[src/rtl/serial_pkg.sv]
// Shared types and helpers for the serial word collector.
package serial_pkg;

  localparam int unsigned DEFAULT_WIDTH = 8;
  localparam int unsigned MAX_WIDTH     = 64;

  typedef enum logic {IDLE, SHIFT} state_e;

  // True when word is the most negative two's-complement value of the given width.
  function automatic logic is_min_word(input logic [MAX_WIDTH-1:0] word,
                                       input int unsigned width);
    logic [MAX_WIDTH-1:0] min_val;
    min_val = MAX_WIDTH'(1) << (width - 1);
    return word == min_val;
  endfunction

endpackage

[src/rtl/ser_word_hold.sv]
// Single-entry valid/ready holding register; drops new data and flags overrun when full.
module ser_word_hold #(
  parameter int unsigned Width = 9
) (
  input  logic             clk_i,
  input  logic             rst_i,
  input  logic             wr_en_i,
  input  logic [Width-1:0] wr_data_i,
  input  logic             ready_i,
  output logic [Width-1:0] data_o,
  output logic             valid_o,
  output logic             overrun_o
);

  logic [Width-1:0] data_q;
  logic             valid_q;
  logic             overrun_q;

  always_ff @(posedge clk_i) begin
    if (rst_i) begin
      data_q    <= '0;
      valid_q   <= 1'b0;
      overrun_q <= 1'b0;
    end else if (wr_en_i) begin
      // A word retiring on the same edge frees the slot for the new one.
      if (!valid_q || ready_i) begin
        data_q  <= wr_data_i;
        valid_q <= 1'b1;
      end else begin
        overrun_q <= 1'b1;
      end
    end else if (valid_q && ready_i) begin
      valid_q <= 1'b0;
    end
  end

  assign data_o    = data_q;
  assign valid_o   = valid_q;
  assign overrun_o = overrun_q;

endmodule

[src/rtl/serial_word_collector.sv]
// Reassembles LSB-first serial words into parallel values with framing and overrun detection.
module serial_word_collector
  import serial_pkg::*;
#(
  parameter  int unsigned WIDTH = DEFAULT_WIDTH,
  localparam int unsigned CNT_W = $clog2(WIDTH + 1)
) (
  input  logic             t_clk,
  input  logic             r,
  input  logic             s_bit,
  input  logic             s_sof,
  input  logic             s_valid,
  output logic [WIDTH-1:0] out_word,
  output logic             out_min,
  output logic             out_valid,
  input  logic             out_ready,
  output logic             frame_err,
  output logic             overrun
);

  state_e           state_q;
  logic [CNT_W-1:0] cnt_q;
  logic [WIDTH-1:0] shreg_q;
  logic             frame_err_q;

  logic             last_bit;
  logic             complete;
  logic [WIDTH-1:0] done_word;
  logic             done_min;
  logic [WIDTH:0]   hold_data;

  assign last_bit = (cnt_q == CNT_W'(WIDTH - 1));
  assign complete = s_valid && (state_q == SHIFT) && !s_sof && last_bit;

  // The final bit bypasses the shift register so the word is offered on its own edge.
  always_comb begin
    done_word            = shreg_q;
    done_word[WIDTH-1]   = s_bit;
  end

  assign done_min = is_min_word(MAX_WIDTH'(done_word), WIDTH);

  always_ff @(posedge t_clk) begin
    if (r) begin
      state_q     <= IDLE;
      cnt_q       <= '0;
      shreg_q     <= '0;
      frame_err_q <= 1'b0;
    end else begin
      frame_err_q <= 1'b0;
      if (s_valid) begin
        case (state_q)
          IDLE: begin
            if (s_sof) begin
              shreg_q[0] <= s_bit;
              cnt_q      <= CNT_W'(1);
              state_q    <= SHIFT;
            end
          end
          SHIFT: begin
            if (s_sof) begin
              frame_err_q <= 1'b1;
              shreg_q[0]  <= s_bit;
              cnt_q       <= CNT_W'(1);
            end else if (last_bit) begin
              cnt_q   <= '0;
              state_q <= IDLE;
            end else begin
              for (int i = 0; i < WIDTH; i++) begin
                if (cnt_q == CNT_W'(i)) shreg_q[i] <= s_bit;
              end
              cnt_q <= cnt_q + CNT_W'(1);
            end
          end
          default: state_q <= IDLE;
        endcase
      end
    end
  end

  ser_word_hold #(
    .Width (WIDTH + 1)
  ) u_hold (
    .clk_i     (t_clk),
    .rst_i     (r),
    .wr_en_i   (complete),
    .wr_data_i ({done_min, done_word}),
    .ready_i   (out_ready),
    .data_o    (hold_data),
    .valid_o   (out_valid),
    .overrun_o (overrun)
  );

  assign out_word  = hold_data[WIDTH-1:0];
  assign out_min   = hold_data[WIDTH];
  assign frame_err = frame_err_q;

endmodule

[config.mk]
export PLATFORM = sky130hd
export DESIGN_NAME = serial_word_collector
export DESIGN_NICKNAME = d
export VERILOG_FILES = /design/src/rtl/serial_pkg.sv /design/src/rtl/ser_word_hold.sv /design/src/rtl/serial_word_collector.sv
export SDC_FILE = /design/constraint.sdc
export NUM_CORES = 1
export LEC_CHECK = 0
export ABC_AREA = 1
export BUFFER_PORTS_ARGS = -buffer_cell sky130_fd_sc_hd__buf_2
export CAP_MARGIN = 20
export CORE_AREA = 2 2 72 74
export CTS_CLUSTER_DIAMETER = 150
export DETAILED_ROUTE_END_ITERATION = 10
export DIE_AREA = 0 0 74 76
export PLACE_DENSITY = 0.41
export SETUP_SLACK_MARGIN = 0.1
export SLEW_MARGIN = 20
export SYNTH_ARGS = -nofsm -noshare
export SYNTH_HDL_FRONTEND = slang
export SYNTH_HIERARCHICAL = 1
export SYNTH_SLANG_ARGS = --single-unit
[constraint.sdc]
create_clock -name t_clk -period 3.6 [get_ports t_clk]
set_clock_uncertainty 0.2 [all_clocks]
set_input_delay 1.08 -clock t_clk [delete_from_list [all_inputs] [get_ports t_clk]]
set_output_delay 1.08 -clock t_clk [all_outputs]
set_load 0.05 [all_outputs]
==> results of run 1 <==
[cell usage after synthesis (all sizes together)]
| master | count | area [sq um] |
|---|---|---|
| dfxtp | 24 | 480 |
| nand3b | 1 | 7.51 |
| nor2 | 34 | 151 |
| a21oi | 18 | 124 |
| nand4 | 7 | 43.8 |
| clkinv | 1 | 3.75 |
| ha | 4 | 50.1 |
| nand2 | 35 | 149 |
| a21boi | 1 | 7.51 |
| buf | 4 | 35.0 |
| nand3 | 17 | 97.6 |
| nor4 | 2 | 12.5 |
| nor3 | 1 | 5.00 |
| inv | 26 | 97.6 |
| o21ai | 1 | 5.00 |
| and2 | 1 | 6.26 |
[registers in the layout, summed over array words and instances, names as in the netlist]
register	flops
u_hold/data_o	9
shreg_q	7
cnt_q	4
frame_err	1
state_q	1
u_hold/overrun_o	1
u_hold/valid_o	1
[power groups by stage]
| stage | combinational, mW | clock (mW) | sequential (mW) |
|---|---|---|---|
| after global routing | 0.0426 | 0.263 | 0.273 |
| after detailed placement | 0.0376 | 0 | 0.278 |
| after floorplan | 0.0248 | 0 | 0.278 |
| final | 0.0371 | 0.240 | 0.272 |
| after global placement | 0.0382 | 0 | 0.278 |
| after CTS | 0.0378 | 0.251 | 0.272 |
[stage by stage]
step / area [sq um] / total power [mW] / utilization / worst slack [ps]
finish: 1500 / 0.549 / 0.305 / 1370
global route: 1500 / 0.578 / 0.305 / 1290
CTS: 1500 / 0.560 / 0.305 / 1350
detailed placement: 1430 / 0.316 / 0.290 / 1280
global placement: 1430 / 0.316 / 0.290 / 1290
floorplan: 1280 / 0.302 / - / 1500
[worst paths after layout]
kind / cells past startpoint / from / end / slack [ps]
min reg2reg: 2 / u_hold/overrun_o$_SDFFE_PP0P_ / u_hold/overrun_o$_SDFFE_PP0P_ / 260
max reg2reg: 7 / cnt_q[1]$_SDFFE_PP0P_ / u_hold/data_o[4]$_SDFFE_PP0P_ / 1670
min: 2 / u_hold/overrun_o$_SDFFE_PP0P_ / u_hold/overrun_o$_SDFFE_PP0P_ / 260
max: 1 / u_hold/valid_o$_SDFFE_PP0P_ / out_valid / 1370
[cells by family after synthesis]
| family | synth area share |
|---|---|
| flops | 0.376 |
| simple gates | 0.371 |
| buf+inv | 0.107 |
| fa+ha+maj | 0.0392 |
| compound gates | 0.107 |
[area by class of cell]
type,instances,share of cell area
Timing Repair Buffer,18,0.0618
Clock buffer,3,0.0276
Sequential cell,24,0.321
Tap cell,70,0.0585
Clock inverter,1,0.0201
Multi-Input combinational cell,122,0.444
Inverter,27,0.0677
[metal layers]
layer  routed length [um]  vias up
li1                     -      596
met1                 1340      465
met2                 1170       14
met3                  110        2
met4                   13        0
met5                    0        -
[cells in the final DEF (no fill, tap or decap), types with 2 or more instances in the layout]
cell type	count
nand2_4	2
nand4_1	7
inv_1	24
nor4_1	2
dfxtp_1	24
a21oi_2	9
buf_2	17
nand2_1	32
clkbuf_8	3
a21oi_1	9
ha_1	4
nor2_1	32
nand3_1	16
inv_2	2
==> results.md, run 1 <==
- Startpoint class of the critical path: register
- Post-detailed-route wirelength per cell: 9.91 um
- GR Util met2: 0.138
- Non-filler instance count after layout: 265
- Effective utilization at floorplan: 0.260
- Number of fill cells in the layout: 540
- Maximum single-stage delay on the critical path: 400 ps
- Post-synth design cell area: 0.00128 sq mm
- Post-CTS setup buffers: 0
- Worst rel slew slack: 0.753
- Share of power burned in combinational logic: 0.068
- Achievable frequency: 448 MHz
- CTS Buf Count: 3
- CTS Root Cell: clkbuf_8
- Clock-pin slew of the registers on the worst-case setup and hold paths: 90 ps
- Post-cts repair resize count: 0
- Start-to-end type of the worst setup path: reg -> out
- # clock sinks: 24
- Post-DP HPWL: 1.94 mm
- IO Pins: 18
- Leakage power: 0.647 nW
- Slew Limit Fails: 0
- # diodes: 0
- Multi-input combinational cell area: 664 sq um
- Busiest metal layer after global routing: met1
- First-pass GRT wire length: 4.56 mm
- Final setup vio count: 0
- Sum of buffers and inverters on the critical path: 1
- Largest net degree at the start of global routing: 21
- Data arrival time at the worst-slack endpoint: 950 ps
- Slowest stage cell, crit path: dfxtp_1
- Power per standard cell area: 366 mW/mm^2
- Post-synthesis sequential area ratio: 0.376
- Total placed cells including tap cells: 261
- Share of layout cells above drive strength 1: 0.205
- Total wire length after detailed routing: 2.63 mm
- Antenna violations before repair: 0
- Remaining design rule violation count: 0
- Result of the run: complete, no violations
- Critical Path Sink Type: output port
- Routability cong.: 0.719
- Synth Net Count: 187
- Post-route antenna net violation count: 0
- Die Width: 74 um
- Global Route met3 Usage: 0.0331
- Sw frac: 0.217
- Number of vias after detailed routing: 1077
- Overall die area: 0.00562 sq mm
- Global-route met1 utilization: 0.152
- Area growth from synthesis to layout: 17.4%
- Drt pass-1 iters: 4
- Unrepaired setup endpoints after global routing: no
- Synthesized area divided by synthesized cell count: 7.21 sq um
- Input/output buffers: 17
- Portion of total power attributed to the clock network: 0.437
- Peak fanout along the critical path: 3
- Post-route minimum period: 2230 ps
- Min-delay worst type: reg -> reg
- All-Layer GR Usage: 0.100
- Final worst path period share: 0.620
- Switching power: 0.119 mW
- Clk Latency, worst-skew pair: 270 ps
- Share of power burned in registers: 0.495
- Number of library cell types mapped by synthesis: 25
- Per-cell via count in the routed design: 4.06
- Synthesized instance count: 177
- Worst hold slack: 258 ps
- CTS tree: built
- Number of levels in the clock H-tree: 1
- Die extent in y: 76 um
- Clock Tree Buf Depth: 2
- Worst vdd rail ir drop: 317 uV
- Max-cap viol count: 0
- Setup Total Neg Slack: 0 ps
- Crit path required time: 2320 ps
- Row count: 26
- Critical Path, Cell by Cell: buf_2
- Nets@finish: 206
- Number of warnings issued by yosys: 6
- Slew at the pin with the worst max-slew slack: 370 ps
- Kind of cell adding the most delay to the critical path: flip-flops
- Final hold violation count: 0
- Number of flip-flops and latches in the synthesized netlist: 24
- Global route total overflow: 0
- Flip-flop and latch area: 480 sq um
- Design internal power: 0.430 mW
- Number of hold-repair buffers added at the cts stage: 0
- DRC marker count from the first detailed-route iteration: 60
- Vias in the first global route: 956
- Core area: 0.00491 sq mm
(Power assumes the default switching activity.)
==> run 2: changes to the inputs <==
--- a/config.mk
+++ b/config.mk
@@ -12,7 +12,7 @@
 export CTS_CLUSTER_DIAMETER = 150
 export DETAILED_ROUTE_END_ITERATION = 10
 export DIE_AREA = 0 0 74 76
-export PLACE_DENSITY = 0.41
+export PLACE_DENSITY = 0.42
 export SETUP_SLACK_MARGIN = 0.1
 export SLEW_MARGIN = 20
 export SYNTH_ARGS = -nofsm -noshare
==> constraint.sdc (replaced) <==
create_clock -name t_clk -period 1.95 [get_ports t_clk]
set_clock_uncertainty 0.2 [all_clocks]
set_input_delay 0.585 -clock t_clk [delete_from_list [all_inputs] [get_ports t_clk]]
set_output_delay 0.585 -clock t_clk [all_outputs]
set_load 0.05 [all_outputs]
==> run 2 against run 1 <==
Final cell count grew 1.9%; total power grew 87%; clock power grew 89%; highest routed layer unchanged; count of clock-buffer cells in the layout is the same; core utilization grew 1.0 points; setup slack lost 1200 ps.
==> results.md, run 2 (synthesis gave the netlist of run 1 again) <==
- Result of the run: complete, no violations
- # clock sinks: 24 (unchanged)
- Number of cells traversed by the worst hold path: 2 (unchanged)
- # diodes: 0 (unchanged)
- Critical Path, Cell by Cell: buf_2
- Area growth from synthesis to layout: 21.3%
- Worst rel slew slack: 0.813 (+0.0604)
- Achievable frequency: 574 MHz
- Min-delay worst type: reg -> reg
- Data arrival time at the worst-slack endpoint: 960 ps (about the same)
- Share of layout cells above drive strength 1: 0.225 (+0.0199)
- Final setup vio count: 0 (unchanged)
- Clock Tree Buf Depth: 2 (unchanged)
- Startpoint class of the critical path: register
- Number of hold-repair buffers added at the cts stage: 0 (unchanged)
- Destination of the worst hold path: u_hold/overrun_o$_SDFFE_PP0P_
- Total wire length after detailed routing: 2.75 mm (+4.6%)
- Post-cts repair resize count: 0 (unchanged)
- Worst vdd rail ir drop: 265 uV (-16%)
- Crit path required time: 1160 ps (-1160 ps)
- Antenna violations before repair: 0 (unchanged)
- Slowest stage cell, crit path: dfxtp_1
- Core area: 0.00491 sq mm (unchanged)
- Total placed cells including tap cells: 266 (+1.9%)
- Final hold violation count: 0 (unchanged)
- First-pass GRT wire length: 4.66 mm (+2.1%)
- Highest-count cells in the layout ignoring fill and taps: nand2_1, nor2_1, inv_1, dfxtp_1, buf_2
- Peak fanout along the critical path: 3 (unchanged)
- Clk Latency, worst-skew pair: 270 ps (about the same)
- Share of the core filled with cells: 0.315 (+0.0102)
- Sum of buffers and inverters on the critical path: 1 (unchanged)
- Setup Total Neg Slack: 0 ps (unchanged)
- Effective utilization at floorplan: 0.260 (unchanged)
- Nets@finish: 211 (+2.4%)
- Row count: 26 (unchanged)
- Worst hold slack: 257 ps (-1.04 ps)
- All-Layer GR Usage: 0.103 (+0.00242)
- Input/output buffers: 17 (unchanged)
- Drt pass-1 iters: 4 (unchanged)
- Max reg flops: 9 (unchanged)
- Beginning of the worst register-to-register path: cnt_q[0]$_SDFFE_PP0P_
- Max-cap viol count: 0 (unchanged)
- DRC marker count from the first detailed-route iteration: 42 (-30%)
- Per-cell via count in the routed design: 4.05 (-0.39%)
- Non-filler instance count after layout: 270 (+1.9%)
- CTS tree: built
- Vias in the first global route: 1010 (+5.6%)
- Start-to-end type of the worst setup path: reg -> out
- Number of levels in the clock H-tree: 1 (unchanged)
- Unrepaired setup endpoints after global routing: no
- Maximum single-stage delay on the critical path: 400 ps (about the same)
- Overall die area: 0.00562 sq mm (unchanged)
- Final worst path period share: 0.893
- Remaining design rule violation count: 0 (unchanged)
- Clock-pin slew of the registers on the worst-case setup and hold paths: 90 ps (about the same)
- Die extent in y: 76 um (unchanged)
- IO Pins: 18 (unchanged)
- Critical Path Sink Type: output port
- Post-CTS setup buffers: 0 (unchanged)
- Post-detailed-route wirelength per cell: 10.2 um (+2.7%)
- CTS Root Cell: clkbuf_8
- Power per standard cell area: 663 mW/mm^2 (+81%)
- Register-to-register path setup slack: 280 ps (-1390 ps)
- Largest net degree at the start of global routing: 21 (unchanged)
- Post-DP HPWL: 2.05 mm (+5.7%)
- Register-to-Register Path Depth: 7 (unchanged)
- Kind of cell adding the most delay to the critical path: flip-flops
- Capture instance of the worst register-to-register path: u_hold/data_o[6]$_SDFFE_PP0P_
- Die Width: 74 um (unchanged)
- CTS Buf Count: 3 (unchanged)
- Global route total overflow: 0 (unchanged)
- Post-route antenna net violation count: 0 (unchanged)
- Slew Limit Fails: 0 (unchanged)
- Slew at the pin with the worst max-slew slack: 280 ps (-90.5 ps)
- Leakage power: 0.674 nW (+4.2%)
- Post-route minimum period: 1740 ps
- Routability cong.: 0.746 (+3.8%)
- Number of vias after detailed routing: 1093 (+1.5%)
- Startpoint of the worst hold path: u_hold/overrun_o$_SDFFE_PP0P_
run 2: metal layers:
| layer | up-vias | GRT usage | part of all wire |
|---|---|---|---|
| li1 | 604 | - | - |
| met1 | 469 | 0.136 | 0.51 |
| met2 | 18 | 0.164 | 0.45 |
| met3 | 2 | 0.0278 | 0.031 |
| met4 | 0 | 0.0218 | 0.0029 |
| met5 | - | 0 | 0 |
run 2: worst register-to-register path: stages (launching register included):
cell     delay, ps
dfxtp_1        430
ha_1           250
nand3_4         90
nor3_2         190
buf_12         200
nand3_1        100
nand2_1         80
nor2_1          40
run 2: power by group:
part           total [mW]  internal, mW  switching, mW  leakage, nW
registers           0.501         0.496        0.00592        0.194
logic              0.0700        0.0246         0.0454        0.444
clock network       0.454         0.275          0.179       0.0357
run 2: worst max-delay path by stage:
stage                                      from                       endpoint  cells past startpoint
floorplan                 cnt_q[1]$_SDFFE_PP0P_  u_hold/data_o[0]$_SDFFE_PP0P_                      7
global placement                          s_sof  u_hold/data_o[2]$_SDFFE_PP0P_                      6
detailed placement                        s_sof  u_hold/data_o[6]$_SDFFE_PP0P_                      6
CTS                 u_hold/valid_o$_SDFFE_PP0P_                      out_valid                      1
global route              cnt_q[0]$_SDFFE_PP0P_  u_hold/data_o[1]$_SDFFE_PP0P_                      7
finish              u_hold/valid_o$_SDFFE_PP0P_                      out_valid                      1
run 2: final cells by class:
type                    instances  area (sq um)
flip-flops and latches         24           480
inverters                      27           101
clock buffers                   3          41.3
clock inverters                 1          30.0
fillers                       530          3360
multi-input cells             122           664
repair buffers                 23           143
well taps                      70          87.6
run 2: per-stage QoR:
| step | power, mW | worst slack [ps] | instance area [sq um] |
|---|---|---|---|
| floorplan | 0.558 | 270 | 1280 |
| global placement | 0.586 | 219 | 1480 |
| detailed placement | 0.585 | 210 | 1480 |
| CTS | 1.04 | 189 | 1550 |
| global route | 1.07 | 146 | 1550 |
| finish | 1.03 | 208 | 1550 |
==> run 3: changes to the inputs <==
--- a/config.mk
+++ b/config.mk
@@ -5,13 +5,12 @@
 export SDC_FILE = /design/constraint.sdc
 export NUM_CORES = 1
 export LEC_CHECK = 0
-export ABC_AREA = 1
 export BUFFER_PORTS_ARGS = -buffer_cell sky130_fd_sc_hd__buf_2
 export CAP_MARGIN = 20
-export CORE_AREA = 2 2 72 74
+export CORE_AREA = 2 2 70 72
 export CTS_CLUSTER_DIAMETER = 150
 export DETAILED_ROUTE_END_ITERATION = 10
-export DIE_AREA = 0 0 74 76
+export DIE_AREA = 0 0 72 74
 export PLACE_DENSITY = 0.42
 export SETUP_SLACK_MARGIN = 0.1
 export SLEW_MARGIN = 20
==> run 3 against run 2 <==
First-iteration DRC count down 45%; critical path depth up 5; sequential share of layout area up 2.8 points; non-clock buffer count up 3; clock power down 37%; register-to-register slack worse by 30 ps; setup slack better by 39 ps; wire length down 12%; sequential power about the same; critical endpoint is now u_hold/data_o[8]$_SDFFE_PP0P_.
==> results.md, run 3 <==
- Result of the run: complete, no violations
- Worst Setup Slack, final: 247 ps (+39.0 ps)
- Highest-count cells in the layout ignoring fill and taps: nand2b_1, dfxtp_1, buf_2
- Drt pass-1 iters: 4 (unchanged)
- CTS tree: built
- GR Util met2: 0.169 (+0.00444)
- Critical Path Sink Type: register
- Power per standard cell area: 602 mW/mm^2 (-9.2%)
- Async set-or-reset flop fraction in the synthesized netlist: 0 (unchanged)
- Synthesized instance count: 124 (-30%)
- Data arrival time at the worst-slack endpoint: 1690 ps (+730 ps)
- Slew Limit Fails: 0 (unchanged)
- Max-cap viol count: 0 (unchanged)
- Number of vias after detailed routing: 920 (-16%)
- Final worst path period share: 0.873 (-0.0200)
- Slowest stage cell, crit path: dfxtp_1
- Count of flip-flops with a built-in enable after synthesis: 0 (unchanged)
- Multi-input combinational cell area: 654 sq um (-1.5%)
- Per-cell via count in the routed design: 4.58 (+13%)
- Share of layout cells above drive strength 1: 0.245 (+0.0199)
- Maximum single-stage delay on the critical path: 340 ps (-60 ps)
- Synth Net Count: 134 (-28%)
- Critical Path, Cell by Cell: ha_1, nand3b_1, nor3_2, nor2b_2, buf_12, mux2i_1
- All-Layer GR Usage: 0.0986 (-0.00387)
- Core area: 0.00460 sq mm (-6.4%)
- Min-delay worst type: reg -> reg
- Die Width: 72 um (-2.7%)
- Most common library cell in the layout ignoring fill and taps: nand2b_1
- Post-route antenna net violation count: 0 (unchanged)
- Area fraction of the dominant cell type after synthesis: 0.407 (+0.0303)
- Slew at the pin with the worst max-slew slack: 294 ps (+14.5 ps)
- Clock-pin slew of the registers on the worst-case setup and hold paths: 80 ps (about the same)
- First-pass GRT wire length: 4.11 mm (-12%)
- DP Area: 0.00137 sq mm (-7.3%)
- Busiest metal layer after global routing: met2
- Worst vdd rail ir drop: 231 uV (-13%)
- Number of library cell types mapped by synthesis: 33 (+32%)
- Number of levels in the clock H-tree: 1 (unchanged)
- Achievable frequency: 587 MHz (+2.3%)
- Die extent in y: 74 um (-2.6%)
- Antenna violations before repair: 0 (unchanged)
- Start-to-end type of the worst setup path: reg -> reg
- Synthesized area divided by synthesized cell count: 9.53 sq um (+32%)
- Capturing element of the worst setup path: u_hold/data_o[8]$_SDFFE_PP0P_
- Flip-flop and latch area: 480 sq um (unchanged)
- Non-filler instance count after layout: 201 (-26%)
- Leakage power: 0.570 nW (-15%)
- Overall die area: 0.00533 sq mm (-5.3%)
- Area growth from synthesis to layout: 20.2%
- CTS Buf Count: 3 (unchanged)
- Final setup vio count: 0 (unchanged)
- DRC marker count from the first detailed-route iteration: 23 (-45%)
- Post-detailed-route wirelength per cell: 12.0 um (+18%)
- Effective utilization at floorplan: 0.257 (-0.00294)
- Register-to-Register Path Depth: 6 (-1)
- Vias in the first global route: 922 (-8.7%)
- Clk Latency, worst-skew pair: 260 ps (about the same)
- Peak fanout along the critical path: 9 (+6)
- Row count: 25 (-3.8%)
- Number of fill cells in the layout: 494 (-6.8%)
- Number of hold-repair buffers added at the cts stage: 0 (unchanged)
- Worst rel slew slack: 0.802 (-0.0113)
- Top cell type by total area after synthesis: dfxtp_1
- Number of warnings issued by yosys: 6 (unchanged)
- IO Pins: 18 (unchanged)
- Post-DP HPWL: 1.85 mm (-10%)
- Unrepaired setup endpoints after global routing: no
- Capture instance of the worst register-to-register path: u_hold/data_o[8]$_SDFFE_PP0P_
- Global route total overflow: 0 (unchanged)
- Crit path required time: 1940 ps (+780 ps)
- Final total power: 0.855 mW (-17%)
- Remaining design rule violation count: 0 (unchanged)
- Leading cell types by count after synthesis: nand2b_1, dfxtp_1, mux2i_1, nand3_1, nor2_1
- Setup Total Neg Slack: 0 ps (unchanged)
- Clock Tree Buf Depth: 2 (unchanged)
- Startpoint class of the critical path: register
- Post-synth design cell area: 0.00118 sq mm (-7.5%)
- Main synth FF type: dfxtp_1
- Input/output buffers: 17 (unchanged)
- Most used standard cell by instance count after synthesis: nand2b_1
- Number of flip-flops and latches in the synthesized netlist: 24 (unchanged)
- Register-to-register path setup slack: 250 ps (-30 ps)
- Final hold violation count: 0 (unchanged)
- Leading post-synthesis cells by cell area: dfxtp_1, nand2b_1, mux2i_1
- Global-route met1 utilization: 0.121 (-0.0159)
- Critical Path Start: cnt_q[0]$_SDFFE_PP0P_
- Final design instance area without fill: 0.00142 sq mm (-8.2%)
- # clock sinks: 24 (unchanged)
- Setup Slack @ Placement: 97.0 ps (-113 ps)
- Global Route met3 Usage: 0.0203 (-0.00745)
- CTS Root Cell: clkbuf_8
- Total wire length after detailed routing: 2.42 mm (-12%)
- Post-synthesis sequential area ratio: 0.407 (+0.0303)
- # diodes: 0 (unchanged)
- Largest net degree at the start of global routing: 20 (-4.8%)
- Routability cong.: 0.715 (-4.2%)
- Share of the core filled with cells: 0.309 (-0.00623)
- Max reg flops: 9 (unchanged)
- Beginning of the worst register-to-register path: cnt_q[0]$_SDFFE_PP0P_
- Nets@finish: 159 (-25%)
- Total placed cells including tap cells: 198 (-26%)
- Worst hold slack: 275 ps (+17.8 ps)
- Post-route minimum period: 1700 ps (-39.0 ps)
-- run 3: changes by cell type after synthesis, moves of 3 or more --
cell | previous run | this run
nor2_1 | 32 | 6
a21oi_1 | 9 | 5
mux2i_1 | 0 | 15
nor3b_1 | 0 | 3
nand4_1 | 7 | 2
nand2_1 | 32 | 4
a21oi_2 | 9 | 0
nand2b_1 | 0 | 25
nand3_1 | 16 | 7
inv_1 | 24 | 3
-- run 3: layer usage --
layer	wire length, um	vias up
li1	-	475
met5	0	-
met3	97	2
met1	1160	427
met4	25	0
met2	1140	16
-- run 3: kinds of logic after synthesis --
logic type | count (synthesis) | synth area share
simple gates | 59 | 0.311
flops | 24 | 0.407
mux | 15 | 0.127
compound gates | 13 | 0.0646
buf+inv | 9 | 0.0477
fa+ha+maj | 4 | 0.0424
-- run 3: critical path: cells and delay by family (launching register included) --
| kind | cells | cell delay (ps) |
|---|---|---|
| mux | 1 | 200 |
| fa+ha+maj | 1 | 170 |
| flops | 1 | 340 |
| simple gates | 3 | 580 |
| buf+inv | 1 | 150 |
-- run 3: layout make-up --
| type | instances | area share |
|---|---|---|
| Inverter | 3 | 0.00793 |
| Sequential cell | 24 | 0.338 |
| Clock buffer | 3 | 0.0291 |
| Tap cell | 54 | 0.0476 |
| Multi-Input combinational cell | 91 | 0.461 |
| Timing Repair Buffer | 26 | 0.116 |
-- run 3: how the worst min path moves through the flow --
stage	start	to	slack, ps	depth (start not counted)
final	u_hold/data_o[6]$_SDFFE_PP0P_	u_hold/data_o[6]$_SDFFE_PP0P_	280	2
after global routing	u_hold/data_o[7]$_SDFFE_PP0P_	u_hold/data_o[7]$_SDFFE_PP0P_	300	2
after CTS	u_hold/data_o[6]$_SDFFE_PP0P_	u_hold/data_o[6]$_SDFFE_PP0P_	280	2
after detailed placement	u_hold/data_o[6]$_SDFFE_PP0P_	u_hold/data_o[6]$_SDFFE_PP0P_	260	2
after global placement	u_hold/overrun_o$_SDFFE_PP0P_	u_hold/overrun_o$_SDFFE_PP0P_	250	2
after floorplan	shreg_q[0]$_SDFFE_PP0P_	u_hold/data_o[0]$_SDFFE_PP0P_	260	2
-- run 3: report_power, final --
part           internal [mW]  switching [mW]  total [mW]  leakage, nW
Sequential             0.495         0.00520       0.500        0.194
Clock                  0.138           0.149       0.286       0.0216
Combinational         0.0310          0.0367      0.0678        0.355
Total                  0.664           0.190       0.855        0.570
-- run 3: repair_timing --
action / in CTS / in global routing
endpoints found under the setup margin: 0 / 12
gates resized for setup: 0 / 2
buffers inserted: 0 / 0
